[src/rtl/seq_detect_masked_if.sv]
// rtl/seq_detect_masked_if.sv - serial bit stream in, match pulse and count out
interface seq_detect_masked_if #(
    parameter int CNT_W = 8
);
    logic             a_valid;
    logic             a;
    logic             match;
    logic [CNT_W-1:0] match_cnt;

    modport master (
        output a_valid,
        output a,
        input  match,
        input  match_cnt
    );

    modport slave (
        input  a_valid,
        input  a,
        output match,
        output match_cnt
    );
endinterface

[src/rtl/seq_detect_masked.sv]
// rtl/seq_detect_masked.sv - masked programmable serial sequence detector
// Optional match counter enabled by SEQ_DETECT_MATCH_CNT_EN; otherwise match_cnt is tied to 0.
module seq_detect_masked #(
    parameter int SEQ_LEN = 9,
    parameter int CNT_W   = 8
) (
    input  logic               clk,
    input  logic               rst_n,
    input  logic               clr,
    seq_detect_masked_if.slave s,
    input  logic [SEQ_LEN-1:0] cfg_pattern,
    input  logic [SEQ_LEN-1:0] cfg_mask,
    input  logic               cfg_overlap
);
    localparam int                FILL_W    = $clog2(SEQ_LEN + 1);
    localparam logic [FILL_W-1:0] FILL_FULL = FILL_W'(SEQ_LEN);
    localparam logic [FILL_W-1:0] FILL_ONE  = FILL_W'(1);

    logic [SEQ_LEN-1:0] history;
    logic [FILL_W-1:0]  fill;
    logic               new_flag;
    logic               match_q;
    logic               hit;

    // Only a freshly shifted bit on a fully populated history may complete a sequence.
    assign hit = new_flag && (fill == FILL_FULL) &&
                 (((history ^ cfg_pattern) & cfg_mask) == '0);

    always_ff @(posedge clk or negedge rst_n) begin
        if (!rst_n) begin
            history  <= '0;
            fill     <= '0;
            new_flag <= 1'b0;
            match_q  <= 1'b0;
        end else if (clr) begin
            history  <= '0;
            fill     <= '0;
            new_flag <= 1'b0;
            match_q  <= 1'b0;
        end else begin
            if (s.a_valid) begin
                history <= {history[SEQ_LEN-2:0], s.a};
            end
            new_flag <= s.a_valid;
            match_q  <= hit;
            // Non-overlapping: restart the fill so the next match needs a full fresh window.
            if (hit && !cfg_overlap) begin
                fill <= s.a_valid ? FILL_ONE : '0;
            end else if (s.a_valid && (fill != FILL_FULL)) begin
                fill <= fill + FILL_ONE;
            end
        end
    end

    assign s.match = match_q;

`ifdef SEQ_DETECT_MATCH_CNT_EN
    logic [CNT_W-1:0] cnt;

    always_ff @(posedge clk or negedge rst_n) begin
        if (!rst_n) begin
            cnt <= '0;
        end else if (clr) begin
            cnt <= '0;
        end else if (hit && (cnt != '1)) begin
            cnt <= cnt + CNT_W'(1);
        end
    end

    assign s.match_cnt = cnt;
`else
    assign s.match_cnt = {CNT_W{1'b0}};
`endif
endmodule

[src/flat_wrapper.sv]
// flat-port wrapper written by rule: the top's interface ports become plain ports
module seq_detect_masked_flat 
#(
    parameter int SEQ_LEN = 9,
    parameter int CNT_W   = 8
)
  (clk, rst_n, clr, cfg_pattern, cfg_mask, cfg_overlap, s_a_valid, s_a, s_match, s_match_cnt);
  seq_detect_masked_if #(.CNT_W(CNT_W)) s_i ();
  input  logic clk;
  input  logic rst_n;
  input  logic clr;
  input  logic [SEQ_LEN-1:0] cfg_pattern;
  input  logic [SEQ_LEN-1:0] cfg_mask;
  input  logic cfg_overlap;
  input wire logic [$bits(s_i.a_valid)-1:0] s_a_valid;
  input wire logic [$bits(s_i.a)-1:0] s_a;
  output wire logic [$bits(s_i.match)-1:0] s_match;
  output wire logic [$bits(s_i.match_cnt)-1:0] s_match_cnt;
  assign s_i.a_valid = s_a_valid;
  assign s_i.a = s_a;
  assign s_match = s_i.match;
  assign s_match_cnt = s_i.match_cnt;
  seq_detect_masked #(.SEQ_LEN(SEQ_LEN), .CNT_W(CNT_W)) u_core (.clk(clk), .rst_n(rst_n), .clr(clr), .s(s_i), .cfg_pattern(cfg_pattern), .cfg_mask(cfg_mask), .cfg_overlap(cfg_overlap));
endmodule
[config.mk]
export PLATFORM = sky130hd
export DESIGN_NAME = seq_detect_masked_flat
export DESIGN_NICKNAME = d
export VERILOG_FILES = /design/src/rtl/seq_detect_masked_if.sv /design/src/rtl/seq_detect_masked.sv /design/src/flat_wrapper.sv
export SDC_FILE = /design/constraint.sdc
export NUM_CORES = 1
export LEC_CHECK = 0
export CORE_UTILIZATION = 45
export CTS_CLUSTER_DIAMETER = 200
export DETAILED_ROUTE_END_ITERATION = 6
export GPL_TIMING_DRIVEN = 0
export PLACE_DENSITY_LB_ADDON = 0.1
export SLEW_MARGIN = 20
export SYNTH_ARGS = -nofsm -noshare
export SYNTH_HDL_FRONTEND = slang
export SYNTH_SLANG_ARGS = --single-unit
export TNS_END_PERCENT = 5
[constraint.sdc]
create_clock -name clk -period 4.2 [get_ports clk]
set_input_delay 0.42 -clock clk [delete_from_list [all_inputs] [get_ports clk]]
set_output_delay 0.42 -clock clk [all_outputs]
set_load 0.03 [all_outputs]
After elaboration in Yosys (flattened, before gate mapping)
Index checks and enable logic that the tools add are counted.
- output and inout port bits: 9
- memory bits (read-only): 0
- input port bits: 24
- bits in registers: 15
- memories: 0
- word-level logic and storage cells: 25
- RAM bits: 0
- latch bits: 0
- shift-type cells: 0
- div/mod/pow operators: 0
- muxes and demuxes: 8
- multiply operators: 0
- bitwise logic cells: 2
- $lt $le $gt $ge: 0
- reduce and logical (&&, ||, !) cells: 8
- equality and inequality tests: 2
- add/subtract/negate cells: 1
- operator list (kind ; number):
    9-bit 2-to-1 mux ; 2
    4-bit 2-to-1 mux ; 3
    9-bit AND ; 1
    9-bit logical NOT ; 1
    9-bit XOR ; 1
    4-bit by 1-bit adder with 4-bit output, second input constant ; 1
    4-bit equality test, second input constant ; 1
    1-bit logical AND ; 4
    4-bit inequality test, second input constant ; 1
    1-bit 2-to-1 mux ; 3
    3-bit nonzero test ; 1
    2-bit nonzero test ; 1
    1-bit logical NOT ; 1

Depth between registers and ports, before layout
Gate-level depths: netlist of the first run.
- word-level depth: 7
- gate-level depth with buffers: 7
- depth with buffers taken out: 7

Worst setup path after synthesis of the first run
Ideal clock, no wire load.
- kind: input -> register
- from: input port cfg_pattern[5]
- to: register u_core.fill[0]
- library setup time: 128 ps
- setup slack: 2607 ps
- cell stages on the path: 5
- buffers on the path: 0
- arrival: 1466 ps
- data required time: 4072 ps
- cells stage by stage: xor2_1 a22oi_1 nand2_1 nor4_4 mux2_1
- longest elaborated chain between the ends: 7
- elaborated cells on any way between the ends: 8
- classes of those cells: mux: 2; bitwise: 2; reduce/logical: 4
- RTL lines (item ; line ; source):
    from (decl) ; flat_wrapper.sv:12 ; input logic [SEQ_LEN-1:0] cfg_pattern;
    9-bit XOR (*) ; seq_detect_masked.sv:27 ; (((history ^ cfg_pattern) & cfg_mask) == '0);
    9-bit AND (*) ; seq_detect_masked.sv:27 ;
    9-bit logical NOT (*) ; seq_detect_masked.sv:27 ;
    1-bit logical AND (*) ; seq_detect_masked.sv:26 ; assign hit = new_flag && (fill == FILL_FULL) &&
    1-bit logical AND (*) ; seq_detect_masked.sv:47 ; if (hit && !cfg_overlap) begin
    4-bit 2-to-1 mux ; seq_detect_masked.sv:47 ;
    4-bit 2-to-1 mux ; seq_detect_masked.sv:35 ; end else if (clr) begin
    to (signal assigned) ; seq_detect_masked.sv:48 ; fill <= s.a_valid ? FILL_ONE : '0;
    to (signal assigned) ; seq_detect_masked.sv:50 ; fill <= fill + FILL_ONE;
    to (decl) ; seq_detect_masked.sv:20 ; logic [FILL_W-1:0] fill;
Every way passes the cells marked *; elsewhere a longest branch is shown, timed or not.
A chain may end at the register's enable or synchronous reset.

Worst setup path after layout of the first run
Ends and elaborated chain as after synthesis.

==> results of run 1 <==
-- final cells by class --
type                    count  area (um^2)
flip-flops and latches     15        375.4
fillers                   160        575.6
well taps                  25        31.28
clock buffers               4        26.28
inverters                   1        3.754
multi-input cells          61        424.2
repair buffers             24        240.2
plain buffers              10        68.82
-- worst reg2reg max path: cells and delay by family (launching register included) --
| family | cells | cell delay (ns) |
|---|---|---|
| DFF | 1 | 0.43 |
| and+or+nand+nor | 3 | 0.43 |
| muxes | 1 | 0.35 |
| AOI/OAI and AO/OA | 1 | 0.25 |
| adders and majority gates | 1 | 0.14 |
| buffers and inverters | 1 | 0.08 |
-- metal layers --
| metal | vias up | part of all wire, % | track usage, % | wire, um |
|---|---|---|---|---|
| met5 | - | 0 | 0 | 0 |
| met4 | 0 | 0 | 5.455 | 0 |
| met1 | 300 | 43 | 23.91 | 683 |
| met2 | 21 | 52 | 33.62 | 822 |
| li1 | 326 | - | - | - |
| met3 | 0 | 4.4 | 7.200 | 70 |
-- sequential cells by signal, summed over array words and instances (netlist names) --
signal / cells
u_core.new_flag: 1
u_core.fill: 4
u_core.s.match: 1
u_core.history: 9
-- synthesized netlist by cell type (2+ instances only) --
master	count	area [um^2]
nand2_1	5	18.77
buf_4	8	60.06
mux2i_1	9	90.09
xor2_1	11	96.34
ha_1	2	25.02
a22oi_1	4	30.03
nor2_1	12	45.04
dfrtp_1	15	375.4
-- logic make-up (layout without fill, tap and decap cells) --
kind of cell	Yosys count	after routing
DFF	15	15
AOI/OAI and AO/OA	7	7
buffers and inverters	11	39
muxes	10	10
other	1	8
adders and majority gates	2	2
xor gates and xnor gates	12	12
and+or+nand+nor	22	22
-- path summary, 6_finish.rpt --
kind / startpoint / endpoint / slack (ns) / cells after the start
max: cfg_pattern[5] / u_core.fill[0] / 2.36 / 6
min: rst_n / u_core.history[4] / 0.53 / 1
max reg2reg: u_core.fill[1] / u_core.fill[0] / 2.41 / 7
min reg2reg: u_core.history[8] / u_core.history[8] / 0.56 / 2
max in group asynchronous: rst_n / u_core.history[8] / 3.26 / 1
min in group clk: u_core.history[8] / u_core.history[8] / 0.56 / 2
-- power by group --
group	leakage [nW]	switching (mW)	internal, mW
sequential	0.205	0.00399	0.148
combinational	0.351	0.0304	0.0349
clock	0.0150	0.0453	0.0369
total	0.571	0.0797	0.220
==> flow_metrics.tcl, run 1 <==
set metrics [dict create \
    status "completed" \
    placed_area_mm2 0.001144 \
    synthAdderAreaFrac_pct 2.959 \
    async_flop_share_pct 100.0 \
    synth-edff-count 0 \
    cp_slowest_stage_delay_ns 0.41 \
    drt_iter0_markers 11 \
    worstSetupStartpointType "primary input" \
    drc_errors 0 \
    cp_data_arrival_time_ns 2.01 \
    fmax_mhz 544.7 \
    final_area_mm2 0.001170 \
    synth_compound_area_share_pct 6.361 \
    ys_types 22 \
    htree_levels 1 \
    netlist_area_um2 845.8 \
    cts_buffers 3 \
    fin_nets 142 \
    ys_seq_area_share_pct 44.38 \
    rsz0062_at_grt "no" \
    slew_headroom_pct 57.00 \
    antenna_found_initial 0 \
    dp.cells 136 \
    insertion_delay_ns 0.28 \
    finalSetupTns_ns 0 \
    stdcell_count 140 \
    report.final.slew_viol_count 0 \
    yosysWarnings 0 \
    clk_path_buf_depth 2 \
    io_pins 33 \
    drtAntennaViolNets 0 \
    synth_ff_type "dfrtp_1" \
    hold_path_class "primary input to asynchronous set/reset pin" \
    clock_sinks 15 \
    grt_use_total_pct 19.93 \
    cp_slowest_cell "clkdlybuf4s50_1" \
    worstPathRequired_ns 4.37 \
    post-cts-setup-buffers 0 \
    final_cell_mix "clkdlybuf4s50_1, dfrtp_1, nor2_1" \
    dieArea_mm2 0.002057 \
    power_mw 0.2994 \
    grt_max_degree 16 \
    layout_min_cycle_time_ns 1.836 \
    synth-simple-area-share_pct 12.87 \
    grt_first_pass_wirelength_um 2849 \
    worst_slack_ns 2.364 \
    clock_skew_ns 0.0008823 \
    cp_num_buf_inv 1 \
    clkSlewWorstSetupHoldPaths_ns 0.08 \
    cts_root_buf "clkbuf_4" \
    cts_tree "yes" \
    start_util_pct 48.46 \
    ys_ff_latch 15 \
    gp_congestion 0.7298 \
    cts_hold_buf 0 \
    drive_gt1_share_pct 11.30 \
    firstDrtPassIters 4 \
    whs_ns 0.5273 \
    ir_drop_uv 205.8 \
    maxCapViolCount 0 \
    netlist_instances 80 \
    final_util_pct 67.03 \
    place_hpwl_um 1218 \
    path_delay_family "simple AND/OR/NAND/NOR gates" \
    die_h_um 45.36 \
    num_antenna_cells 0 \
    via_per_inst 4.621 \
    fp.dieW_um 45.36 \
    muxShareOfSynthArea_pct 11.98 \
    core-area_mm2 0.001745 \
    place_ws_ns 2.066 \
    leakage_nw 0.5714 \
    end_kind "flop" \
    syn_area_per_cell_um2 10.57 \
    path_class "primary input to flop" \
    critPathMaxFanout 3 \
    grt-ovfl-total 0 \
    synth_top_family_by_area "simple AND/OR/NAND/NOR gates" \
    powerDensity_mw_per_mm2 255.9 \
    final_common_cell "clkdlybuf4s50_1" \
    port-buffer-count 24 \
    hold_viol 0 \
    period_share_pct 43.71 \
    crit_chain "clkdlybuf4s50_1 -> xor2_1 -> a22oi_1 -> nand2_1 -> nor4_4 -> mux2_1" \
    setup_viol 0 \
    cts_repair_resize_count 0 \
    drt-total-wl_um 1576 \
    worst_pin_slew_ns 0.6429 \
    via_count 647 \
    row_count 15 \
    area_delta_synth_final_pct 38.31 \
    wl_per_cell_um 11.26 \
    grt_pass1_vias 648 \
    synth_xor_area_share_pct 12.43 \
]
Power figures use the tool's default switching activity.
==> run 2: changes to the inputs <==
--- a/config.mk
+++ b/config.mk
@@ -5,7 +5,7 @@
 export SDC_FILE = /design/constraint.sdc
 export NUM_CORES = 1
 export LEC_CHECK = 0
-export CORE_UTILIZATION = 45
+export CORE_UTILIZATION = 38
 export CTS_CLUSTER_DIAMETER = 200
 export DETAILED_ROUTE_END_ITERATION = 6
 export GPL_TIMING_DRIVEN = 0
==> constraint.sdc (replaced) <==
create_clock -name clk -period 1.59 [get_ports clk]
set_input_delay 0.159 -clock clk [delete_from_list [all_inputs] [get_ports clk]]
set_output_delay 0.159 -clock clk [all_outputs]
set_load 0.03 [all_outputs]
==> run 2 against run 1 <==
Against the previous run:
- the run now ends with negative setup slack left
- combinational power grew to 3.0 times the previous value
- largest power group unchanged
- clock-buffer cell count stayed put
- core utilization is 6.6 points lower
- total power grew to 2.7 times the previous value
- register-to-register slack worse by 2.5 ns
- clock power grew to 2.6 times the previous value
- flip-flop and latch count stayed put
- via count is 2.3% higher
- sequential share of layout area is 1.4 points lower
- sequential power grew to 2.6 times the previous value
==> flow_metrics.tcl, run 2 (synthesized netlist as in run 1, its figures left out) <==
set metrics [dict create \
    maxCapViolCount 0 \
    report.final.slew_viol_count 0 \
    critPathMaxFanout 2 \
    final_common_cell "clkdlybuf4s50_1" \
    port-buffer-count 24 \
    wl_per_cell_um 11.68 \
    leakage_nw 0.5975 \
    r2r.worst_path.cells 7 \
    num_antenna_cells 0 \
    violations "negative setup slack" \
    drt-total-wl_um 1705 \
    status "finished, violations left" \
    path_class "flop to flop" \
    hold_viol 0 \
    rrSetupSlack_ns -0.04 \
    clkSlewWorstSetupHoldPaths_ns 0.09 \
    worstPathRequired_ns 1.76 \
    whs_ns 0.2934 \
    period_share_pct 102.8 \
    htree_levels 1 \
    fin_nets 146 \
    cp_slowest_cell "dfrtp_1" \
    clock_power_share_pct 26.7 \
    final_cell_mix "clkdlybuf4s50_1, dfrtp_1, nor2_1, buf_4, xor2_1" \
    row_count 16 \
    place_ws_ns -0.3353 \
    clk_path_buf_depth 2 \
    grt_pass1_vias 643 \
    via_count 662 \
    place_hpwl_um 1293 \
    io_pins 33 \
    die_h_um 49.18 \
    worst_pin_slew_ns 0.6960 \
    setup_viol 1 \
    layout_min_cycle_time_ns 1.634 \
    fp.dieW_um 49.18 \
    core-area_mm2 0.002022 \
    path_delay_family "simple AND/OR/NAND/NOR gates" \
    insertion_delay_ns 0.27 \
    clock_skew_ns 0.002540 \
    clock_sinks 15 \
    dieArea_mm2 0.002419 \
    p_sw_share_pct 26.84 \
    start_util_pct 41.83 \
    gp_congestion 0.7916 \
    end_kind "flop" \
    worst_slack_ns -0.04421 \
    final_area_mm2 0.001222 \
    grt_first_pass_wirelength_um 2898 \
    drtAntennaViolNets 0 \
    cts_root_buf "clkbuf_4" \
    rsz0062_at_grt "yes" \
    cp_num_buf_inv 1 \
    cts_buffers 3 \
    internal_power_mw 0.5930 \
    grt_max_degree 16 \
    fmax_mhz 611.9 \
    cts_tree "yes" \
    antenna_found_initial 0 \
    grt-ovfl-total 0 \
    ir_drop_uv 386.7 \
    drc_errors 0 \
    placed_area_mm2 0.001146 \
    drive_gt1_share_pct 18.49 \
    hold_path_class "primary input to asynchronous set/reset pin" \
    grt_use_total_pct 16.05 \
    worstSetupStartpointType "flop" \
    crit_cells 7 \
    top_register "u_core.history" \
    via_per_inst 4.534 \
    cp_data_arrival_time_ns 1.80 \
    largest_reg_flops 9 \
    crit_chain "inv_1 -> ha_1 -> nand2_2 -> a211oi_2 -> nand2_1 -> nor4_4 -> mux2_4" \
    powerDensity_mw_per_mm2 663.0 \
    cp_slowest_stage_delay_ns 0.39 \
    slew_headroom_pct 53.45 \
    crit_start "u_core.fill[1]" \
    firstDrtPassIters 2 \
    seqPwrFrac_pct 49.2 \
    p_comb_share_pct 24.1 \
    r2r_start "u_core.fill[1]" \
    area_delta_synth_final_pct 44.53 \
    p_sw_mw 0.2175 \
    top_regs "u_core.history (9), u_core.fill (4)" \
    drt_iter0_markers 5 \
]
[run 2: changes by cell type in the layout (fill, tap and decap cells not counted)]
cell       delta
a2111oi_0     -1
a2111oi_2     +1
a211oi_1      -1
a211oi_2      +1
buf_4         +4
mux2_1        -1
mux2_4        +1
nand2_1       -2
nand2_2       +2
[run 2: final cells by class]
type,count,area (um^2)
buffer,10,68.82
clock buffer,4,26.28
fill,181,799.5
inverter,1,3.754
multi-input combinational,61,444.2
sequential,15,375.4
tap,27,33.78
timing repair buffer,28,270.3
[run 2: power by group through the flow]
| stage | Clock [mW] | Combinational (mW) | Sequential (mW) |
|---|---|---|---|
| floorplan | 0 | 0.0929 | 0.406 |
| global placement | 0 | 0.170 | 0.408 |
| detailed placement | 0 | 0.173 | 0.409 |
| CTS | 0.223 | 0.187 | 0.398 |
| global route | 0.244 | 0.212 | 0.399 |
| finish | 0.216 | 0.195 | 0.399 |
[run 2: metrics by stage]
step           setup TNS (ns)  total power [mW]  cells  utilization (%)
2_1_floorplan               0            0.4991     87                -
6_report             -0.04421            0.8105    146            60.46
3_5_place_dp          -0.5365            0.5815    138            56.68
4_1_cts               -0.2413            0.8079    145            59.65
5_1_grt               -0.1070            0.8546    146            60.46
3_3_place_gp          -0.4323            0.5776    138            56.68
[run 2: worst reg2reg max path: cells and delay by family (launching register included)]
kind,cells,cell delay (ns)
fa+ha+maj,1,0.16
compound gates,1,0.18
buf+inv,1,0.06
simple gates,3,0.40
mux,1,0.34
flops,1,0.39
[run 2: final timing paths]
path	to
max	u_core.fill[0]
min	u_core.new_flag
max reg2reg	u_core.fill[0]
min reg2reg	u_core.history[8]
max in group asynchronous	u_core.history[7]
min in group clk	u_core.history[0]
[run 2: timing repair]
| action | CTS | global route |
|---|---|---|
| endpoints found under the hold margin | 0 | 0 |
| hold buffers | 0 | 0 |
| endpoints found under the setup margin | 2 | 3 |
| cloned | 0 | 0 |
| setup buffers | 3 | 1 |
| pin swaps | 3 | 4 |
| gates resized for setup | 3 | 3 |
[run 2: per-layer routing]
| metal | wire [um] | GRT usage [%] |
|---|---|---|
| met1 | 790 | 20.63 |
| met2 | 837 | 26.71 |
| met3 | 77 | 3.738 |
| met4 | 0 | 4.412 |
| met5 | 0 | 0 |
